File: src/rtl/i8008_pkg.sv
// Shared core package: command encoding, bus cycle types, address width
// default, and the restart-vector helper used by the address stack.
package i8008_pkg;

  localparam int ADDR_WIDTH_DEF = 14;

  typedef enum logic [2:0] {
    OP_NOP   = 3'd0,
    OP_INC   = 3'd1,
    OP_LD_LO = 3'd2,
    OP_LD_HI = 3'd3,
    OP_JMP   = 3'd4,
    OP_CALL  = 3'd5,
    OP_RET   = 3'd6,
    OP_RST   = 3'd7
  } stack_op_t;

  // Bus cycle type carried on the top two bits of the high address byte.
  typedef enum logic [1:0] {
    CYC_PCI = 2'b00,
    CYC_PCR = 2'b10,
    CYC_PCC = 2'b01,
    CYC_PCW = 2'b11
  } cyc_type_t;

  // Restart target: eight-byte aligned vector selected by d_in[5:3].
  function automatic logic [13:0] rst_vector(input logic [7:0] d);
    return {8'b0, d[5:3], 3'b000};
  endfunction

endpackage

File: src/rtl/stack_mem.sv
// Address stack storage: DEPTH entries of ADDR_WIDTH bits, one synchronous
// write port and one asynchronous read port. All entries clear on reset.
module stack_mem #(
  parameter int ADDR_WIDTH = 14,
  parameter int DEPTH      = 8,
  parameter int SP_WIDTH   = $clog2(DEPTH)
) (
  input  logic                  clk,
  input  logic                  rst_n,
  input  logic                  we,
  input  logic [SP_WIDTH-1:0]   waddr,
  input  logic [ADDR_WIDTH-1:0] wdata,
  input  logic [SP_WIDTH-1:0]   raddr,
  output logic [ADDR_WIDTH-1:0] rdata
);

  logic [ADDR_WIDTH-1:0] mem [DEPTH];

  // Entry write; reset clears every entry and overrides a pending write.
  always_ff @(posedge clk) begin
    if (!rst_n) begin
      for (int i = 0; i < DEPTH; i++) mem[i] <= '0;
    end else if (we) begin
      mem[waddr] <= wdata;
    end
  end

  assign rdata = mem[raddr];

endmodule

File: src/rtl/addr_stack_ctrl.sv
// Program-address stack controller: op decode, stack pointer, jump-target
// holding register and optional depth/overflow/underflow checking.
// Optional feature macro: ADDR_STACK_CHECK_EN compiles in the depth counter
// and sticky ovf/unf flags; without it the flags are tied low.
module addr_stack_ctrl
  import i8008_pkg::*;
#(
  parameter int  ADDR_WIDTH = ADDR_WIDTH_DEF,
  parameter int  DEPTH      = 8,
  localparam int SP_WIDTH   = $clog2(DEPTH)
) (
  input  logic                  clk,
  input  logic                  rst_n,
  input  stack_op_t             op,
  input  logic [7:0]            d_in,
  input  logic [1:0]            cyc_type,
  input  logic                  clr_flags,
  output logic [ADDR_WIDTH-1:0] pc,
  output logic [7:0]            addr_lo,
  output logic [7:0]            addr_hi,
  output logic [SP_WIDTH-1:0]   sp,
  output logic                  ovf,
  output logic                  unf
);

  logic [ADDR_WIDTH-1:0] tmp;
  logic [ADDR_WIDTH-1:0] tmp_nxt;
  logic [SP_WIDTH-1:0]   sp_nxt;
  logic                  mem_we;
  logic [SP_WIDTH-1:0]   mem_waddr;
  logic [ADDR_WIDTH-1:0] mem_wdata;
  logic                  push;
  logic                  pop;
  logic [13:0]           pc14;

  stack_mem #(
    .ADDR_WIDTH(ADDR_WIDTH),
    .DEPTH     (DEPTH),
    .SP_WIDTH  (SP_WIDTH)
  ) u_mem (
    .clk  (clk),
    .rst_n(rst_n),
    .we   (mem_we),
    .waddr(mem_waddr),
    .wdata(mem_wdata),
    .raddr(sp),
    .rdata(pc)
  );

  // Op decode: pick the stack write, next sp and next tmp for this cycle.
  always_comb begin
    mem_we    = 1'b0;
    mem_waddr = sp;
    mem_wdata = pc;
    sp_nxt    = sp;
    tmp_nxt   = tmp;
    push      = 1'b0;
    pop       = 1'b0;
    case (op)
      OP_INC: begin
        mem_we    = 1'b1;
        mem_wdata = pc + ADDR_WIDTH'(1);
      end
      OP_LD_LO: tmp_nxt[7:0] = d_in;
      OP_LD_HI: tmp_nxt[13:8] = d_in[5:0];
      OP_JMP: begin
        mem_we    = 1'b1;
        mem_wdata = tmp;
      end
      OP_CALL: begin
        sp_nxt    = sp + SP_WIDTH'(1);
        mem_we    = 1'b1;
        mem_waddr = sp + SP_WIDTH'(1);
        mem_wdata = tmp;
        push      = 1'b1;
      end
      OP_RST: begin
        sp_nxt    = sp + SP_WIDTH'(1);
        mem_we    = 1'b1;
        mem_waddr = sp + SP_WIDTH'(1);
        mem_wdata = ADDR_WIDTH'(rst_vector(d_in));
        push      = 1'b1;
      end
      OP_RET: begin
        sp_nxt = sp - SP_WIDTH'(1);
        pop    = 1'b1;
      end
      default: ;
    endcase
  end

  // Stack pointer and jump-target register.
  always_ff @(posedge clk) begin
    if (!rst_n) begin
      sp  <= '0;
      tmp <= '0;
    end else begin
      sp  <= sp_nxt;
      tmp <= tmp_nxt;
    end
  end

`ifdef ADDR_STACK_CHECK_EN
  localparam logic [SP_WIDTH-1:0] DEPTH_MAX = SP_WIDTH'(DEPTH - 1);

  logic [SP_WIDTH-1:0] depth;

  // Depth tracking saturates at both ends while sp keeps wrapping.
  always_ff @(posedge clk) begin
    if (!rst_n) begin
      depth <= '0;
    end else if (push && depth != DEPTH_MAX) begin
      depth <= depth + SP_WIDTH'(1);
    end else if (pop && depth != '0) begin
      depth <= depth - SP_WIDTH'(1);
    end
  end

  // Sticky error flags; a same-cycle set takes priority over clr_flags.
  always_ff @(posedge clk) begin
    if (!rst_n) begin
      ovf <= 1'b0;
      unf <= 1'b0;
    end else begin
      if (push && depth == DEPTH_MAX) ovf <= 1'b1;
      else if (clr_flags)             ovf <= 1'b0;
      if (pop && depth == '0)         unf <= 1'b1;
      else if (clr_flags)             unf <= 1'b0;
    end
  end
`else
  logic unused_chk;
  assign unused_chk = &{1'b0, clr_flags, push, pop};
  assign ovf = 1'b0;
  assign unf = 1'b0;
`endif

  assign pc14    = 14'(pc);
  assign addr_lo = pc14[7:0];
  assign addr_hi = {cyc_type, pc14[13:8]};

endmodule
File: config.mk
export PLATFORM = sky130hd
export DESIGN_NAME = addr_stack_ctrl
export DESIGN_NICKNAME = d
export VERILOG_FILES = /design/src/rtl/i8008_pkg.sv /design/src/rtl/stack_mem.sv /design/src/rtl/addr_stack_ctrl.sv
export SDC_FILE = /design/constraint.sdc
export NUM_CORES = 1
export LEC_CHECK = 0
export BUFFER_PORTS_ARGS = -buffer_cell sky130_fd_sc_hd__buf_4
export CAP_MARGIN = 20
export CORE_ASPECT_RATIO = 1.25
export CORE_MARGIN = 2
export CORE_UTILIZATION = 60
export CTS_BUF_LIST = sky130_fd_sc_hd__clkbuf_4 sky130_fd_sc_hd__clkbuf_8
export DETAILED_ROUTE_END_ITERATION = 7
export HOLD_SLACK_MARGIN = 0.05
export PLACE_DENSITY = 0.81
export SYNTH_ARGS = -nofsm -noshare
export SYNTH_HDL_FRONTEND = slang
export SYNTH_HIERARCHICAL = 1
export SYNTH_SLANG_ARGS = --single-unit
export TNS_END_PERCENT = 20
File: constraint.sdc
create_clock -name clk -period 6.2 [get_ports clk]
set_clock_uncertainty 0.2 [all_clocks]
set_input_delay 1.86 -clock clk [delete_from_list [all_inputs] [get_ports clk]]
set_output_delay 1.86 -clock clk [all_outputs]
set_load 0.02 [all_outputs]
==> reports/results.ini, run 1 <==
[synth]
synth-compound-area-share_pct=7.66
netlist.area_leader.share_pct=50.8
synthDominantAreaCellType=sky130_fd_sc_hd__edfxtp_1
synth_enable_flop_cells=112
synth_area_leaders=sky130_fd_sc_hd__edfxtp_1, sky130_fd_sc_hd__mux4_1, sky130_fd_sc_hd__nor3_1
synth_top_family_by_area=multiplexers
synth-async-reset-ratio_pct=0
adder_cell_share_of_the_synthesized_area_pct=0.567
synth-xor-area-share_pct=0.794
yosys_synthesis_warning_count=6
post_syn_instances=531
syn_avg_cell_area_um2=12.5
mappedNetlistArea_um2=6620
ys_seq_area_share_pct=56.0
postSynthRegisterBits=129
synth_cell_types=55
post_synth_mux_area_share_pct=14.6
synth_flop_cell=sky130_fd_sc_hd__edfxtp_1
synthSimpleGateAreaFrac_pct=14.2

[floorplanning]
die_w_um=97.9
floorplan.io_pins=51
die_h_um=121
die_area_um2=11900
start_util_pct=62.0
fp.coreArea_um2=10700
floorplan.rows=42

[timing]
final-max-slew-violation-count=0
setup-violations-final=0
final.hold.worst_slack_ns=0.282
timing.max_slew.rel_slack_pct=30.1
fin_tns_setup_ns=0
max_clock_freq_ghz=0.206
transition_time_of_the_tightest_slew_check_pin_ns=1.05
time_the_worst_path_needs_with_i_o_delays_and_setup_ns=4.85
fin_crit_sh_pct=78.2
hold_viol=0
setup_repair_after_global_routing_missed_its_margin=false

[cts]
post_cts_resized=0
cts_buffer_depth=2
clock-root-buffer=sky130_fd_sc_hd__clkbuf_8
cts_hold_repair.buffers=0
worstSkewPairLatency_ns=0.43
post_cts_setup_buffers=0
cts_made_buffers=17
cts.clk_slew.worst_paths_ns=0.07
clock_tree_from_tritoncts=yes
tritoncts_num_sinks=129
clock_tree.htree_level_count=4

[finish]
nNetsFinal=566
antenna_cells=0
area.growth.synth_to_final_pct=9.66
fraction_of_final_layout_cells_with_drive_strength_greater_than_1_pct=21.1

[global_route]
wire_length_of_the_first_global_routing_pass_um=23100
gr-usage-all-layers_pct=25.7
antenna_found_initial=0
grt_start_max_net_pins=41
via_count_of_the_first_global_routing_pass=4212
overflow=0

[min_path]
worstHoldPathType=reg -> reg

[placed_design]
port-buffer-count=43
gpl.final_weighted_congestion=0.857
dpl.hpwl_um=9520

[job]
maxCapViolations=0

[route]
post_drt_wl_per_cell_um=21.1
drt_wl_total_um=14600
detail_route.iter0.violations=489
post-route-drc-count=0
routed_via_density=6.57
ant_nets=0
detail_route.first_pass.iterations=5
total_vias_in_the_final_route=4544

[power]
switching_power_w=0.000615
netSwitchingFraction_pct=29.5
peakVddDrop_mv=0.126
pwr-share-clk_pct=30.7
gate_power_share_pct=20.7
totalPowerFinal_w=0.00208
p_leak_nw=2.54
pwr_density_cell_nw_per_um2=287
share_seq_of_total_power_pct=48.6
internal_dissipation_w=0.00147

[setup_path]
cp.arrival_ns=2.79
cp-end-kind=primary output
timing.critical_path.fanout_max=33
worstSetupStartpointType=flop
r2r_setup_slack_ns=2.20
path_class=reg -> out
critical_path_required_ns=4.14

[outcome]
outcome=finished clean

-- worst max-delay path: stages (launching register included) --
cell and delay, ns:
sky130_fd_sc_hd__dfxtp_2 1.02, sky130_fd_sc_hd__mux4_1 0.72, sky130_fd_sc_hd__mux2_2 0.39, sky130_fd_sc_hd__buf_4 0.19
-- cells in the mapped netlist, types with 3 or more instances --
library cell / instances
sky130_fd_sc_hd__a21boi_0: 7
sky130_fd_sc_hd__a21oi_1: 8
sky130_fd_sc_hd__a22oi_1: 3
sky130_fd_sc_hd__a311oi_1: 3
sky130_fd_sc_hd__buf_1: 3
sky130_fd_sc_hd__buf_2: 7
sky130_fd_sc_hd__buf_4: 18
sky130_fd_sc_hd__buf_6: 3
sky130_fd_sc_hd__clkbuf_1: 29
sky130_fd_sc_hd__clkinv_1: 15
sky130_fd_sc_hd__dfxtp_1: 17
sky130_fd_sc_hd__edfxtp_1: 112
sky130_fd_sc_hd__ha_1: 3
sky130_fd_sc_hd__inv_1: 6
sky130_fd_sc_hd__mux2_2: 15
sky130_fd_sc_hd__mux2i_1: 6
sky130_fd_sc_hd__mux4_1: 25
sky130_fd_sc_hd__mux4_2: 3
sky130_fd_sc_hd__nand2_1: 25
sky130_fd_sc_hd__nand2b_1: 3
sky130_fd_sc_hd__nand3_1: 5
sky130_fd_sc_hd__nand3b_1: 3
sky130_fd_sc_hd__nand4_1: 3
sky130_fd_sc_hd__nor2_1: 11
sky130_fd_sc_hd__nor2b_1: 8
sky130_fd_sc_hd__nor3_1: 115
sky130_fd_sc_hd__o21ai_0: 33
sky130_fd_sc_hd__o221a_2: 3
sky130_fd_sc_hd__o2bb2ai_1: 5
sky130_fd_sc_hd__xnor2_1: 5
-- sequential cells by signal (all words and copies together), names as in the netlist --
name       flops
tmp           14
u_mem/mem    112
sp             3
-- through the flow --
step | area [µm²] | worst slack, ns | util (%) | instances
finish | 7260 | 1.35 | 68.0 | 692
global route | 7260 | 1.24 | 68.0 | 692
CTS | 7230 | 1.30 | 67.8 | 690
detailed placement | 6880 | 1.33 | 64.5 | 658
global placement | 6880 | 1.36 | 64.5 | 658
floorplan | 6620 | 1.41 | - | 532
-- path summary, 6_finish.rpt --
path | from | to | depth (start not counted)
worst min register to register | tmp[3] | tmp[3] | 2
worst min-delay path | tmp[3] | tmp[3] | 2
worst max register to register | sp[0] | u_mem/mem[4][8] | 9
worst max-delay path | sp[0] | pc[1] | 3
-- final cells by class --
cell class,count,area [µm²]
Timing Repair Buffer,57,443
Inverter,21,78.8
Tap cell,132,165
Clock buffer,20,256
Multi-Input combinational cell,321,2520
Fill cell,743,3410
Sequential cell,129,3700
Clock inverter,12,93.8
-- kinds of logic (layout without fill, tap and decap cells) --
| kind of cell | count (synthesis) | count (layout) |
|---|---|---|
| adders and majority gates | 3 | 3 |
| muxes | 50 | 50 |
| buffers and inverters | 82 | 110 |
| DFF | 129 | 129 |
| AOI/OAI and AO/OA | 77 | 77 |
| and+or+nand+nor | 183 | 183 |
| xor gates and xnor gates | 6 | 6 |
| other | 1 | 2 |
-- power groups by stage --
| stage | logic, W | clock network, W | registers [W] |
|---|---|---|---|
| after floorplan | 0.000319 | 0 | 0.00102 |
| after global placement | 0.000413 | 0 | 0.00103 |
| after detailed placement | 0.000421 | 0 | 0.00103 |
| after CTS | 0.000423 | 0.000653 | 0.00101 |
| after global routing | 0.000457 | 0.000688 | 0.00102 |
| final | 0.000431 | 0.000640 | 0.00101 |
-- placed cells by master (no fill, tap or decap), types with 3 or more instances in the layout --
cell type and n:
sky130_fd_sc_hd__mux2i_1 6, sky130_fd_sc_hd__clkbuf_4 3, sky130_fd_sc_hd__mux4_1 25, sky130_fd_sc_hd__o21ai_1 8, sky130_fd_sc_hd__edfxtp_1 112, sky130_fd_sc_hd__inv_1 6
sky130_fd_sc_hd__clkbuf_8 17, sky130_fd_sc_hd__nand2_1 25, sky130_fd_sc_hd__nand3_1 4, sky130_fd_sc_hd__dfxtp_1 16, sky130_fd_sc_hd__clkinv_2 7, sky130_fd_sc_hd__o21ai_0 25
sky130_fd_sc_hd__a21boi_0 7, sky130_fd_sc_hd__nor2b_1 8, sky130_fd_sc_hd__ha_1 3, sky130_fd_sc_hd__o221a_2 3, sky130_fd_sc_hd__mux4_2 3, sky130_fd_sc_hd__a22oi_1 3
sky130_fd_sc_hd__nand3b_1 3, sky130_fd_sc_hd__nand4_1 3, sky130_fd_sc_hd__a311oi_1 3, sky130_fd_sc_hd__xnor2_1 5, sky130_fd_sc_hd__nor3_1 115, sky130_fd_sc_hd__clkinv_1 16
sky130_fd_sc_hd__mux2_2 15, sky130_fd_sc_hd__buf_4 55, sky130_fd_sc_hd__a21oi_1 8, sky130_fd_sc_hd__nand2b_1 3, sky130_fd_sc_hd__nor2_1 11, sky130_fd_sc_hd__o2bb2ai_1 5
-- routing by layer --
metal | part of all wire (%) | wire length (µm) | vias to the layer above | track usage (%)
li1 | - | - | 2069 | -
met1 | 40 | 5850 | 2259 | 33.8
met2 | 52 | 7590 | 200 | 42.3
met3 | 6.5 | 950 | 16 | 6.39
met4 | 1.2 | 178 | 0 | 8.59
met5 | 0 | 0 | - | 0
Power figures use the tool's default switching activity.
==> run 2: changes to the inputs <==
==> constraint.sdc (replaced) <==
create_clock -name clk -period 5 [get_ports clk]
set_clock_uncertainty 0.2 [all_clocks]
set_input_delay 1.5 -clock clk [delete_from_list [all_inputs] [get_ports clk]]
set_output_delay 1.5 -clock clk [all_outputs]
set_load 0.02 [all_outputs]
==> run 2 against run 1 <==
Against the previous run: global-route usage is 1.1 points higher; final cell count grew 0.87%; hold slack improved by 0.0016 ns; combinational power increased by 28%; total power increased by 29%; largest power group unchanged.
==> reports/results.ini, run 2 (synthesis gave the netlist of run 1 again) <==
[outcome]
outcome=finished clean  ; unchanged

[power]
peakVddDrop_mv=0.179  ; was 0.126 mV
pwr_density_cell_nw_per_um2=365  ; was 287 nW/µm²
totalPowerFinal_w=0.00268  ; was 0.00208 W
p_leak_nw=2.59  ; was 2.54 nW

[global_route]
overflow=0  ; unchanged
gr-usage-all-layers_pct=26.8  ; was 25.7%
via_count_of_the_first_global_routing_pass=4442  ; was 4,212
grt_start_max_net_pins=61  ; was 41
wire_length_of_the_first_global_routing_pass_um=23900  ; was 23,100 µm
antenna_found_initial=0  ; unchanged

[placed_design]
dpl.hpwl_um=9840  ; was 9520 µm
dpl_worst_slack_ns=0.841  ; was 1.33 ns
gpl.final_weighted_congestion=0.909  ; was 0.857
place_inst=666  ; was 658
port-buffer-count=43  ; unchanged

[setup_path]
crit_path_end=addr_lo[5]  ; was pc[1]
cp.arrival_ns=2.61  ; was 2.79 ns
critical-path-top-delay-family=multiplexers  ; unchanged
crit-reg2reg-capture=u_mem/mem[2][9]  ; was u_mem/mem[4][8]
worstSetupStartpointType=flop  ; unchanged
slowest_delay_ns=0.71  ; was 1.02 ns
cp_common_cell=sky130_fd_sc_hd__buf_4
critical_path_required_ns=3.30  ; was 4.14 ns
critical_path.reg2reg.startpoint=sp[0]  ; unchanged
reg2regPathDepth=9  ; unchanged
cp_slowest_cell=sky130_fd_sc_hd__dfxtp_2  ; unchanged
r2r_setup_slack_ns=1.27  ; was 2.20 ns
path_class=reg -> out  ; unchanged
worstSetupPathDepth=4  ; was 3
cp-end-kind=primary output  ; unchanged
cells_traversed_along_the_worst_timing_path=buf_4 > mux4_1 > mux2_2 > buf_4  ; was mux4_1 > mux2_2 > buf_4
crit_start=sp[0]  ; unchanged
critPathBufInv=2  ; was 1
timing.critical_path.fanout_max=20  ; was 33

[finish]
most-common-layout-cells=sky130_fd_sc_hd__nor3_1, sky130_fd_sc_hd__edfxtp_1, sky130_fd_sc_hd__buf_4  ; unchanged
largest_register=u_mem/mem  ; unchanged
layout.core_utilization_pct=68.8  ; was 68.0%
commonest_non_fill_non_tap_cell_in_the_layout=sky130_fd_sc_hd__nor3_1  ; unchanged
fin_cells=698  ; was 692
antenna_cells=0  ; unchanged
multi_input_comb_area_um2=2520  ; unchanged
sequential_cell_area_um2=3700  ; unchanged
largest_register_ffs=112  ; unchanged
area.growth.synth_to_final_pct=10.9  ; was 9.66%
num-fill-cells=688  ; was 743
fraction_of_final_layout_cells_with_drive_strength_greater_than_1_pct=21.6  ; was 21.1%
nNetsFinal=572  ; was 566
reg.largest.list=u_mem/mem: 112 flops, tmp: 14 flops, sp: 3 flops  ; unchanged

[cts]
cts.clk_slew.worst_paths_ns=0.07  ; about the same
clock_tree.htree_level_count=4  ; unchanged
cts_buffer_depth=2  ; unchanged
tritoncts_num_sinks=129  ; unchanged
post_cts_setup_buffers=0  ; unchanged
cts_hold_repair.buffers=0  ; unchanged
clock-root-buffer=sky130_fd_sc_hd__clkbuf_8  ; unchanged
cts_made_buffers=17  ; unchanged
worstSkewPairLatency_ns=0.43  ; about the same
clock_tree_from_tritoncts=yes  ; unchanged
post_cts_resized=0  ; unchanged

[timing]
hold_viol=0  ; unchanged
max_clock_freq_ghz=0.232
timing.max_slew.rel_slack_pct=36.7  ; was 30.1%
fin_tns_setup_ns=0  ; unchanged
transition_time_of_the_tightest_slew_check_pin_ns=0.948  ; was 1.05 ns
final-max-slew-violation-count=0  ; unchanged
fin_crit_sh_pct=86.1
setup-violations-final=0  ; unchanged
time_the_worst_path_needs_with_i_o_delays_and_setup_ns=4.31
setup_repair_after_global_routing_missed_its_margin=false  ; unchanged
fin_ws_ns=0.693  ; was 1.35 ns

[route]
detail_route.first_pass.iterations=5  ; unchanged
ant_nets=0  ; unchanged
post-route-drc-count=0  ; unchanged
drt_wl_total_um=15400  ; was 14,600 µm
total_vias_in_the_final_route=4593  ; was 4,544
routed_via_density=6.58  ; was 6.57
detail_route.iter0.violations=501  ; was 489
post_drt_wl_per_cell_um=22.0  ; was 21.1 µm

[min_path]
worstHoldPathType=reg -> reg  ; unchanged
hp-start=tmp[3]  ; unchanged

[floorplanning]
floorplan.io_pins=51  ; unchanged
floorplan.rows=42  ; unchanged
die_area_um2=11900  ; unchanged
die_w_um=97.9  ; unchanged
die_h_um=121  ; unchanged
fp.coreArea_um2=10700  ; unchanged
start_util_pct=62.0  ; unchanged

[job]
maxCapViolations=0  ; unchanged

## run 2: cell types whose count changed in the layout (fill, tap and decap cells not counted)
cell                         before  now
sky130_fd_sc_hd__bufinv_16        1    3
sky130_fd_sc_hd__clkinvlp_4       1    0
sky130_fd_sc_hd__clkinv_2         7    5
sky130_fd_sc_hd__clkbuf_4         3    2
sky130_fd_sc_hd__buf_12           0    1
sky130_fd_sc_hd__clkinv_1        16   18
sky130_fd_sc_hd__buf_8            2    0
sky130_fd_sc_hd__buf_4           55   62
## run 2: final cells by class
class	instances	share of cell area (%)
Clock buffer	19	3.39
Inverter	21	1.07
Clock inverter	13	1.96
Tap cell	132	2.25
Multi-Input combinational cell	321	34.3
Sequential cell	129	50.5
Timing Repair Buffer	63	6.61
## run 2: how the worst min path moves through the flow
stage / end / slack (ns) / cells after the start
floorplan: tmp[7] / 0.25 / 2
global route: tmp[6] / 0.31 / 2
finish: tmp[3] / 0.28 / 2
CTS: tmp[0] / 0.29 / 2
detailed placement: tmp[0] / 0.27 / 2
global placement: tmp[5] / 0.26 / 2
## run 2: per-stage QoR
stage / instance area, µm² / hold slack, ns
finish: 7340 / 0.284
global placement: 6950 / 0.263
global route: 7340 / 0.312
detailed placement: 6950 / 0.273
floorplan: 6620 / 0.249
CTS: 7340 / 0.285
## run 2: worst register-to-register path: stages (launching register included)
cell and delay (ns):
sky130_fd_sc_hd__dfxtp_2 0.71, sky130_fd_sc_hd__buf_4 0.31, sky130_fd_sc_hd__mux4_1 0.60, sky130_fd_sc_hd__mux2_2 0.37
sky130_fd_sc_hd__nand3_1 0.16, sky130_fd_sc_hd__nor3_4 0.08, sky130_fd_sc_hd__and3_2 0.22, sky130_fd_sc_hd__a311oi_1 0.33
sky130_fd_sc_hd__clkinv_1 0.29, sky130_fd_sc_hd__nor3_1 0.29
## run 2: routing by layer
layer / vias up / GRT usage, % / wire length (µm) / part of all wire (%)
met2: 275 / 45.0 / 7870 / 51
met1: 2202 / 33.5 / 5800 / 38
li1: 2083 / - / - / -
met4: 0 / 11.2 / 380 / 2.5
met3: 33 / 6.28 / 1330 / 8.6
met5: - / 0 / 0 / 0
## run 2: power by group
group	internal, W	total, W	switching, W
sequential	0.00122	0.00125	0.0000261
clock	0.000495	0.000881	0.000386
combinational	0.000198	0.000551	0.000353
total	0.00192	0.00268	0.000765
==> run 3: changes to the inputs <==
--- a/config.mk
+++ b/config.mk
@@ -14,6 +14,7 @@
 export DETAILED_ROUTE_END_ITERATION = 7
 export HOLD_SLACK_MARGIN = 0.05
 export PLACE_DENSITY = 0.81
+export REMOVE_ABC_BUFFERS = 1
 export SYNTH_ARGS = -nofsm -noshare
 export SYNTH_HDL_FRONTEND = slang
 export SYNTH_HIERARCHICAL = 1
==> run 3 against run 2 <==
Against the previous run: fmax increased by 9.1%; hold slack lost 0.0010 ns; critical endpoint is now pc[2]; non-clock buffer count is the same; total power shrank 1.8%; sequential cell count did not move; clock power decreased by 5.7%; routed wire length grew 0.83%.
==> reports/results.ini, run 3 (synthesis gave the netlist of run 1 again) <==
[finish]
antenna_cells=0  ; unchanged
area.growth.synth_to_final_pct=10.6  ; was 10.9%
largest_register_ffs=112  ; unchanged
commonest_non_fill_non_tap_cell_in_the_layout=sky130_fd_sc_hd__nor3_1  ; unchanged
fraction_of_final_layout_cells_with_drive_strength_greater_than_1_pct=21.9  ; was 21.6%
largest_register=u_mem/mem  ; unchanged
final_cell_area_um2=7320  ; was 7340 µm²
most-common-layout-cells=sky130_fd_sc_hd__nor3_1, sky130_fd_sc_hd__edfxtp_1, sky130_fd_sc_hd__buf_4  ; unchanged
nNetsFinal=572  ; unchanged
reg.largest.list=u_mem/mem: 112 flops, tmp: 14 flops, sp: 3 flops  ; unchanged
fin_cells=698  ; unchanged

[cts]
cts_buffer_depth=2  ; unchanged
tritoncts_num_sinks=129  ; unchanged
cts.clk_slew.worst_paths_ns=0.08  ; was 0.07 ns
cts_made_buffers=17  ; unchanged
worstSkewPairLatency_ns=0.44  ; was 0.43 ns
clock_tree_from_tritoncts=yes  ; unchanged
clock_tree.htree_level_count=4  ; unchanged
cts_hold_repair.buffers=0  ; unchanged
clock-root-buffer=sky130_fd_sc_hd__clkbuf_8  ; unchanged
post_cts_resized=0  ; unchanged
post_cts_setup_buffers=0  ; unchanged

[power]
p_leak_nw=2.56  ; was 2.59 nW
pwr_density_cell_nw_per_um2=360  ; was 365 nW/µm²
peakVddDrop_mv=0.214  ; was 0.179 mV

[setup_path]
reg2regPathDepth=10  ; was 9
critical_path_required_ns=3.30  ; about the same
r2r_setup_slack_ns=1.23  ; was 1.27 ns
cp.arrival_ns=2.25  ; was 2.61 ns
crit_path_end=pc[2]  ; was addr_lo[5]
critical_path.reg2reg.startpoint=sp[0]  ; unchanged
crit-reg2reg-capture=u_mem/mem[0][8]  ; was u_mem/mem[2][9]
crit_start=sp[0]  ; unchanged
path_class=reg -> out  ; unchanged
worstSetupStartpointType=flop  ; unchanged
timing.critical_path.fanout_max=33  ; was 20
cp-end-kind=primary output  ; unchanged

[timing]
fin_tns_setup_ns=0  ; unchanged
timing.max_slew.rel_slack_pct=33.9  ; was 36.7%
setup_repair_after_global_routing_missed_its_margin=false  ; unchanged
time_the_worst_path_needs_with_i_o_delays_and_setup_ns=3.95  ; was 4.31 ns
setup-violations-final=0  ; unchanged
hold_viol=0  ; unchanged
final-max-slew-violation-count=0  ; unchanged
fin_crit_sh_pct=79.0  ; was 86.1%
transition_time_of_the_tightest_slew_check_pin_ns=0.991  ; was 0.948 ns
max_clock_freq_ghz=0.253  ; was 0.232 GHz

[global_route]
grt_start_max_net_pins=45  ; was 61
overflow=0  ; unchanged
gr-usage-all-layers_pct=27.2  ; was 26.8%
via_count_of_the_first_global_routing_pass=4633  ; was 4,442
antenna_found_initial=0  ; unchanged
wire_length_of_the_first_global_routing_pass_um=24600  ; was 23,900 µm

[placed_design]
place_inst=666  ; unchanged
port-buffer-count=43  ; unchanged
gpl.final_weighted_congestion=0.844  ; was 0.909
placed_cell_area_um2=6950  ; unchanged
dpl.hpwl_um=10500  ; was 9840 µm

[route]
total_vias_in_the_final_route=4690  ; was 4,593
detail_route.iter0.violations=455  ; was 501
ant_nets=0  ; unchanged
drt_wl_total_um=15500  ; was 15,400 µm
post_drt_wl_per_cell_um=22.2  ; was 22.0 µm
post-route-drc-count=0  ; unchanged
routed_via_density=6.72  ; was 6.58
detail_route.first_pass.iterations=6  ; was 5

[floorplanning]
floorplan.io_pins=51  ; unchanged
start_util_pct=62.0  ; unchanged
fp.coreArea_um2=10700  ; unchanged
die_area_um2=11900  ; unchanged
floorplan.rows=42  ; unchanged
die_h_um=121  ; unchanged
die_w_um=97.9  ; unchanged

[min_path]
worstHoldPathType=reg -> reg  ; unchanged
hp-start=tmp[5]  ; was tmp[3]

[outcome]
outcome=finished clean  ; unchanged

[job]
maxCapViolations=0  ; unchanged

[run 3: cell types whose count changed in the layout (fill, tap and decap cells not counted)]
cell | previous run | this run
sky130_fd_sc_hd__inv_6 | 0 | 4
sky130_fd_sc_hd__clkinv_2 | 5 | 2
sky130_fd_sc_hd__clkinvlp_4 | 0 | 3
sky130_fd_sc_hd__bufinv_16 | 3 | 1
sky130_fd_sc_hd__clkbuf_4 | 2 | 0
sky130_fd_sc_hd__clkinv_1 | 18 | 16
sky130_fd_sc_hd__clkinv_4 | 2 | 4
[run 3: layout make-up]
type / count / area (µm²)
flip-flops and latches: 129 / 3700
clock inverters: 15 / 136
clock buffers: 17 / 234
well taps: 132 / 165
inverters: 21 / 78.8
multi-input cells: 321 / 2520
repair buffers: 63 / 485
fillers: 740 / 3350
[run 3: stage by stage]
| stage | power [W] | setup slack, ns | utilization (%) | hold WS, ns |
|---|---|---|---|---|
| 2_1_floorplan | 0.00160 | -0.142 | - | 0.249 |
| 3_3_place_gp | 0.00179 | 0.831 | 65.2 | 0.263 |
| 3_5_place_dp | 0.00182 | 0.765 | 65.2 | 0.270 |
| 4_1_cts | 0.00264 | 1.04 | 68.6 | 0.281 |
| 5_1_grt | 0.00273 | 0.978 | 68.6 | 0.300 |
| 6_report | 0.00263 | 1.05 | 68.6 | 0.283 |
[run 3: worst min path at each step]
stage / end / slack (ns) / depth (start not counted)
after detailed placement: tmp[5] / 0.27 / 2
after global placement: tmp[3] / 0.26 / 2
after CTS: tmp[5] / 0.28 / 2
final: tmp[5] / 0.28 / 2
after global routing: tmp[6] / 0.30 / 2
after floorplan: tmp[7] / 0.25 / 2
[run 3: power breakdown]
group / internal (W) / total (W) / leakage [nW] / switching, W
registers: 0.00122 / 0.00125 / 1.30 / 0.0000226
logic: 0.000199 / 0.000556 / 1.08 / 0.000357
clock network: 0.000397 / 0.000831 / 0.181 / 0.000434
total: 0.00182 / 0.00263 / 2.56 / 0.000814
[run 3: layer usage]
| metal | vias to the layer above | track usage, % | routed length (µm) |
|---|---|---|---|
| met4 | 0 | 11.2 | 343 |
| met1 | 2298 | 35.3 | 6070 |
| met3 | 36 | 6.85 | 1270 |
| li1 | 2090 | - | - |
| met2 | 266 | 44.0 | 7820 |
| met5 | - | 0 | 0 |
[run 3: worst max-delay path, cell delays in order, from the launching register on]
cell,delay [ns]
sky130_fd_sc_hd__dfxtp_2,0.35
sky130_fd_sc_hd__buf_12,0.24
sky130_fd_sc_hd__mux4_1,0.60
sky130_fd_sc_hd__mux2_2,0.40
sky130_fd_sc_hd__buf_4,0.20
